[src/rtl/mac_operand_accumulator.sv]
// ---------------------------------------------------------------------------
// mac_operand_accumulator
//
// Purpose:
//   Upstream and feedback stage for the 8x8 Dadda MAC processing block.
//   Operand pairs arrive on a valid/ready handshake. Each accepted pair is
//   turned into a registered 64-bit partial-product array for the reduction
//   tree. The block holds the 16-bit accumulator that feeds the tree's M
//   input. It captures the 17-bit sum that comes back and saturates it to
//   16 bits. After N_TERMS products the dot-product result is offered on a
//   valid/ready output handshake.
//
// Ports:
//   clk        single clock, rising-edge
//   rst        synchronous, active-high reset (overrides everything)
//   in_valid   operand pair present
//   in_ready   block accepts a pair this cycle (combinational)
//   a, b       8-bit unsigned operands
//   clear      synchronous abort of the current dot product
//   pp_out     registered partial products, bit 8*i+j = a[i] & b[j]
//   acc_out    accumulator register, drives the tree's M input
//   mac_in     17-bit sum returned by the tree (acc_out + product)
//   out_valid  result available
//   out_ready  consumer takes the result
//   result     final accumulator value, meaningful while out_valid=1
//   overflow   sticky saturation flag for the current dot product
// ---------------------------------------------------------------------------
module mac_operand_accumulator #(
  parameter int N_TERMS = 8
) (
  input  logic        clk,
  input  logic        rst,
  input  logic        in_valid,
  output logic        in_ready,
  input  logic [7:0]  a,
  input  logic [7:0]  b,
  input  logic        clear,
  output logic [63:0] pp_out,
  output logic [15:0] acc_out,
  input  logic [16:0] mac_in,
  output logic        out_valid,
  input  logic        out_ready,
  output logic [15:0] result,
  output logic        overflow
);

  // IDLE: no term issued yet. ACCUM: at least one term issued.
  // DONE: the finished result is being held for the consumer.
  localparam logic [1:0] IDLE  = 2'd0;
  localparam logic [1:0] ACCUM = 2'd1;
  localparam logic [1:0] DONE  = 2'd2;

  // The counters are 8 bits wide, so the term count and the index of the
  // last term are cast once to that width.
  localparam logic [7:0] n_terms_c  = 8'(N_TERMS);
  localparam logic [7:0] last_idx_c = 8'(N_TERMS - 1);

  logic [1:0]  state;
  logic [7:0]  issued_cnt;
  logic [7:0]  acc_cnt;
  logic        pp_vld;
  logic [15:0] acc;
  logic        ovf;
  logic [63:0] pp_next;
  logic        accept;
  logic        release_result;

  // The AND array is plain wiring. Bit 8*i+j carries a[i] & b[j], which is
  // the P[i][j] input of the reduction tree.
  for (genvar i = 0; i < 8; i++) begin : g_row
    for (genvar j = 0; j < 8; j++) begin : g_col
      assign pp_next[8*i+j] = a[i] & b[j];
    end
  end

  // A pair is taken only when there is room for another term in the
  // current dot product. clear and rst block acceptance in the same cycle,
  // so an abort never races with a new operand.
  always_comb begin
    in_ready       = (state != DONE) && (issued_cnt < n_terms_c) && !clear && !rst;
    accept         = in_valid && in_ready;
    release_result = (state == DONE) && out_ready;
  end

  // The partial-product register is loaded only on an accept. On every
  // other edge it drops to zero, so the tree then returns mac_in equal to
  // acc_out. pp_vld marks which edge's mac_in carries a real product. An
  // accept is impossible while clear or rst is high, so those cases also
  // zero the register and discard the in-flight product.
  always_ff @(posedge clk) begin
    if (rst) begin
      pp_out <= '0;
      pp_vld <= 1'b0;
    end else if (accept) begin
      pp_out <= pp_next;
      pp_vld <= 1'b1;
    end else begin
      pp_out <= '0;
      pp_vld <= 1'b0;
    end
  end

  // This is the control and accumulator path. clear and the output
  // handshake both return to a clean IDLE with a zero accumulator.
  // Otherwise accept and accumulate are independent and may happen on the
  // same edge, which gives one pair per clock. A sum that spills into bit
  // 16 pins the accumulator at all-ones and sets the sticky flag. Later
  // terms keep it pinned, because the tree then returns at least 16'hFFFF.
  // The last accumulate can never coincide with an accept, because every
  // term has already been issued by then.
  always_ff @(posedge clk) begin
    if (rst) begin
      state      <= IDLE;
      issued_cnt <= '0;
      acc_cnt    <= '0;
      acc        <= '0;
      ovf        <= 1'b0;
    end else if (clear || release_result) begin
      state      <= IDLE;
      issued_cnt <= '0;
      acc_cnt    <= '0;
      acc        <= '0;
      ovf        <= 1'b0;
    end else begin
      if (accept) begin
        issued_cnt <= issued_cnt + 8'd1;
        if (state == IDLE) begin
          state <= ACCUM;
        end
      end
      if (pp_vld) begin
        if (mac_in[16]) begin
          acc <= 16'hFFFF;
          ovf <= 1'b1;
        end else begin
          acc <= mac_in[15:0];
        end
        acc_cnt <= acc_cnt + 8'd1;
        if (acc_cnt == last_idx_c) begin
          state <= DONE;
        end
      end
    end
  end

  // The accumulator is frozen in DONE, so result and overflow stay stable
  // for as long as the consumer applies backpressure.
  always_comb begin
    acc_out   = acc;
    out_valid = (state == DONE);
    result    = acc;
    overflow  = ovf;
  end

endmodule

[config.mk]
export PLATFORM = sky130hd
export DESIGN_NAME = mac_operand_accumulator
export DESIGN_NICKNAME = d
export VERILOG_FILES = /design/src/rtl/mac_operand_accumulator.sv
export SDC_FILE = /design/constraint.sdc
export NUM_CORES = 1
export LEC_CHECK = 0
export CORE_MARGIN = 5
export CORE_UTILIZATION = 37
export CTS_CLUSTER_DIAMETER = 120
export DETAILED_ROUTE_END_ITERATION = 12
export PLACE_DENSITY = 0.75
export SYNTH_ARGS = -nofsm -noshare
export SYNTH_HDL_FRONTEND = slang
export SYNTH_SLANG_ARGS = --single-unit
export TNS_END_PERCENT = 50
[constraint.sdc]
create_clock -name clk -period 1.45 [get_ports clk]
set_input_delay 0.3625 -clock clk [delete_from_list [all_inputs] [get_ports clk]]
set_output_delay 0.3625 -clock clk [all_outputs]
set_load 0.02 [all_outputs]
==> results.txt, run 1 <==
- For this run, the top clock speed supported by timing is 500.8 MHz.
- Diode insertion count for antenna repair: 0
- Setup repair after global routing could not meet its margin everywhere.
- Layout Skew: 0.009852 ns
- Number of placed instances with taps included: 539
* First-pass GRT wire length: 12920 µm
- Power density over cell area: 1032 mW/mm²
- Synth warn: 0
- Leading register cell type out of synthesis: sky130_fd_sc_hd__dfxtp_1
- The checks that failed: setup timing.
- By area the synthesized netlist is led by sky130_fd_sc_hd__dfxtp_1 (65%), sky130_fd_sc_hd__nor2_1 (9.6%), sky130_fd_sc_hd__buf_4 (4.2%).
- Outcome: finished with violations
- In the final routed layout, each cell accounts on average for 15.16 µm.
* Static leakage: 2.258 nW
* CTS root buffer: sky130_fd_sc_hd__clkbuf_8
- I/O pin total: 137
- Final count of pins violating max slew: 0
* #FFs+latches synth: 100
- The area growth from synthesis to layout is 62.69%.
- Counting along the longest clock path gives a buffer depth of 2.
- The hold violation count in the final report came to 0.
- Adding up every negative setup slack in the final design gives -19.97 ns.
- Mapped Avg Cell Area: 10.05 µm²
* Wire length after detailed routing: 8535 µm
- Detailed placer's ending HPWL: 6215 µm
* Worst EP required: 1.09 ns
- Height of the die: 101.0 µm
* Via count of the first global-routing pass: 2594
* Final number of setup-violating endpoints: 67
- Largest net degree at the start of global routing: 28
- In the final design database the tool counted 493 nets.
* Netlist Area Pre-Place: 0.003065 mm²
- Of the available clock period, the critical path in the final layout requires 137.7%.
- Finished Core Util: 61.31%
- Number of cell rows: 33
- TritonCTS built the clock tree.
- At the pin with the least slew margin, the transition time is 0.4448 ns.
- The floorplan step defined a core boundary enclosing 0.008134 mm².
- The worst-case IR drop observed on VDD is 0.5134 mV.
- In this run, synthesis inferred 0 flip-flops with an integrated enable.
- Initial antenna violation count: 0
- Worst slack at placement: -0.8926 ns
* Share of the synthesized area in the top cell type: 65.31%
- Max-cap violations in this run came to 0.
- After detailed routing, the number of remaining DRC violations is 0.
- For this run, asynchronously set or reset flops after synthesis account for 0%.
* Final critical-path required period: 1.997 ns
- CTS Sinks: 100
* I/O Buffers: 136
- The die covers 0.01021 mm².
* Layout cells sized above 1: 25.98%
* Setup slack of the critical path after layout: -0.5470 ns
- Cells after Synth: 305
- Vias: 2572
* Die span in x: 101.0 µm
- Largest fanout on the critical path: 2
- Critical Path Start Type: register
- For the worst setup path, the data arrival time is 1.63 ns.
- Clock tree synthesis inserted a total of 9 buffers.
- Final hold slack: 0.4723 ns
* Latest clock arrival within the worst-skew pair: 0.35 ns
- The share of the Yosys chip area taken by registers is 65.31%.
- Leading post-synthesis cells by instance count: sky130_fd_sc_hd__dfxtp_1 (100), sky130_fd_sc_hd__nor2_1 (78), sky130_fd_sc_hd__nand2_1 (22)
* Remaining global-route overflow: 0
- For this run, the total global-route usage over all layers was measured as 16.11%.
* Worst rel slew slack: 70.28%
* Non-Filler Instances: 563
* Class of the tightest hold or removal check: reg2reg
- Number of DRC markers after the initial detailed-route iteration: 59
- The H-tree generated during clock tree synthesis spans 3 levels.
* CTS clk-pin slew, worst paths: 0.09 ns
- The initial utilization of the core area, before any placement, comes to 37.69%.
- Detail Route Antenna Nets: 0
- Summed over all instances, the cell type with the most area after synthesis is sky130_fd_sc_hd__dfxtp_1.
- Count of unique library cells instantiated by Yosys: 32
* Type of the setup path with the least slack: reg2out
* Via density per instance: 4.568
- Routability cong.: 0.7554
- Among all cell types in the netlist, the one instantiated most often is sky130_fd_sc_hd__dfxtp_1.
* Synthesized netlist net count: 345
- The worst setup path is captured at an output port.
* Initial DRT Pass Iterations: 4
-- metrics by stage --
stage / cell area, µm² / power [mW]
CTS: 4833 / 5.130
detailed placement: 4567 / 3.332
global placement: 4567 / 3.323
finish: 4987 / 5.145
global route: 4987 / 5.333
floorplan: 3073 / 3.070
-- area by class of cell --
class | instances | area (µm²)
Clock buffer | 10 | 127.6
Tap cell | 105 | 131.4
Sequential cell | 100 | 2007
Fill cell | 688 | 3147
Clock inverter | 6 | 80.08
Multi-Input combinational cell | 177 | 1179
Timing Repair Buffer | 162 | 1451
Inverter | 3 | 11.26
-- worst max-delay path: stages, from the launching register on --
cell,delay [ns]
sky130_fd_sc_hd__dfxtp_1,0.32
sky130_fd_sc_hd__or4_4,0.55
sky130_fd_sc_hd__nor4_4,0.22
sky130_fd_sc_hd__buf_4,0.20
-- report_power, final --
group | switching [mW] | internal [mW] | total, mW | leakage [nW]
registers | 0.0210 | 2.79 | 2.81 | 0.811
clock network | 0.983 | 0.838 | 1.82 | 0.102
logic | 0.268 | 0.246 | 0.514 | 1.35
-- logic make-up (layout without fill, tap and decap cells) --
| logic type | after synthesis | after routing | share of synthesized area [%] |
|---|---|---|---|
| compound gates | 27 | 27 | 5.225 |
| mux | 2 | 2 | 0.6531 |
| simple gates | 141 | 141 | 21.02 |
| buf+inv | 28 | 181 | 5.551 |
| flops | 100 | 100 | 65.31 |
| fa+ha+maj | 2 | 2 | 0.8162 |
| xor+xnor | 5 | 5 | 1.429 |
-- placed cells by master, fill, tap and decap left out, types with 8 or more instances in the layout --
cell type                         instances
sky130_fd_sc_hd__and2_1                  15
sky130_fd_sc_hd__dfxtp_1                 98
sky130_fd_sc_hd__clkdlybuf4s15_1         11
sky130_fd_sc_hd__clkbuf_2                20
sky130_fd_sc_hd__clkbuf_8                 9
sky130_fd_sc_hd__nor2_1                  47
sky130_fd_sc_hd__dlygate4sd2_1           64
sky130_fd_sc_hd__o22ai_1                 16
sky130_fd_sc_hd__clkdlybuf4s50_1         35
sky130_fd_sc_hd__nor2_4                   8
sky130_fd_sc_hd__buf_4                   18
sky130_fd_sc_hd__nand2_1                 16
sky130_fd_sc_hd__nor2_2                  23
-- sequential cells by signal, indices dropped and copies added, names as in the netlist --
signal and cells:
pp_out 64, acc_out 16, acc_cnt 8, issued_cnt 8, state 2, overflow 1, pp_vld 1
-- metal layers --
layer | routed length, µm | vias to the layer above | track usage [%]
met2 | 4357 | 77 | 27.39
met3 | 490 | 14 | 3.114
li1 | - | 1270 | -
met1 | 3514 | 1211 | 20.09
met4 | 172 | 0 | 6.339
met5 | 0 | - | 0
-- worst paths after layout --
| kind | cells past startpoint | slack, ns | to | startpoint |
|---|---|---|---|---|
| setup / recovery | 3 | -0.55 | in_ready | issued_cnt[7]$_SDFFE_PP0N_ |
| hold / removal | 2 | 0.47 | overflow$_SDFFE_PP0P_ | overflow$_SDFFE_PP0P_ |
| setup reg to reg | 6 | -0.34 | pp_out[7]$_SDFF_PP0_ | issued_cnt[7]$_SDFFE_PP0N_ |
| hold reg to reg | 2 | 0.47 | overflow$_SDFFE_PP0P_ | overflow$_SDFFE_PP0P_ |
-- what timing repair did --
item                       CTS  global route
gates resized for setup    155            94
setup buffers                3             5
hold buffers                 0             0
gates cloned                 1             0
setup endpoints to repair  165           106
pin swaps                    2             7
(Power assumes the default switching activity.)
==> run 2, diff against run 1 <==
--- a/config.mk
+++ b/config.mk
@@ -5,6 +5,7 @@
 export SDC_FILE = /design/constraint.sdc
 export NUM_CORES = 1
 export LEC_CHECK = 0
+export ABC_CLOCK_PERIOD_IN_PS = 1450
 export CORE_MARGIN = 5
 export CORE_UTILIZATION = 37
 export CTS_CLUSTER_DIAMETER = 120
==> results of run 2 <==
Final layout, timing and power as in run 1 (identical DEF).
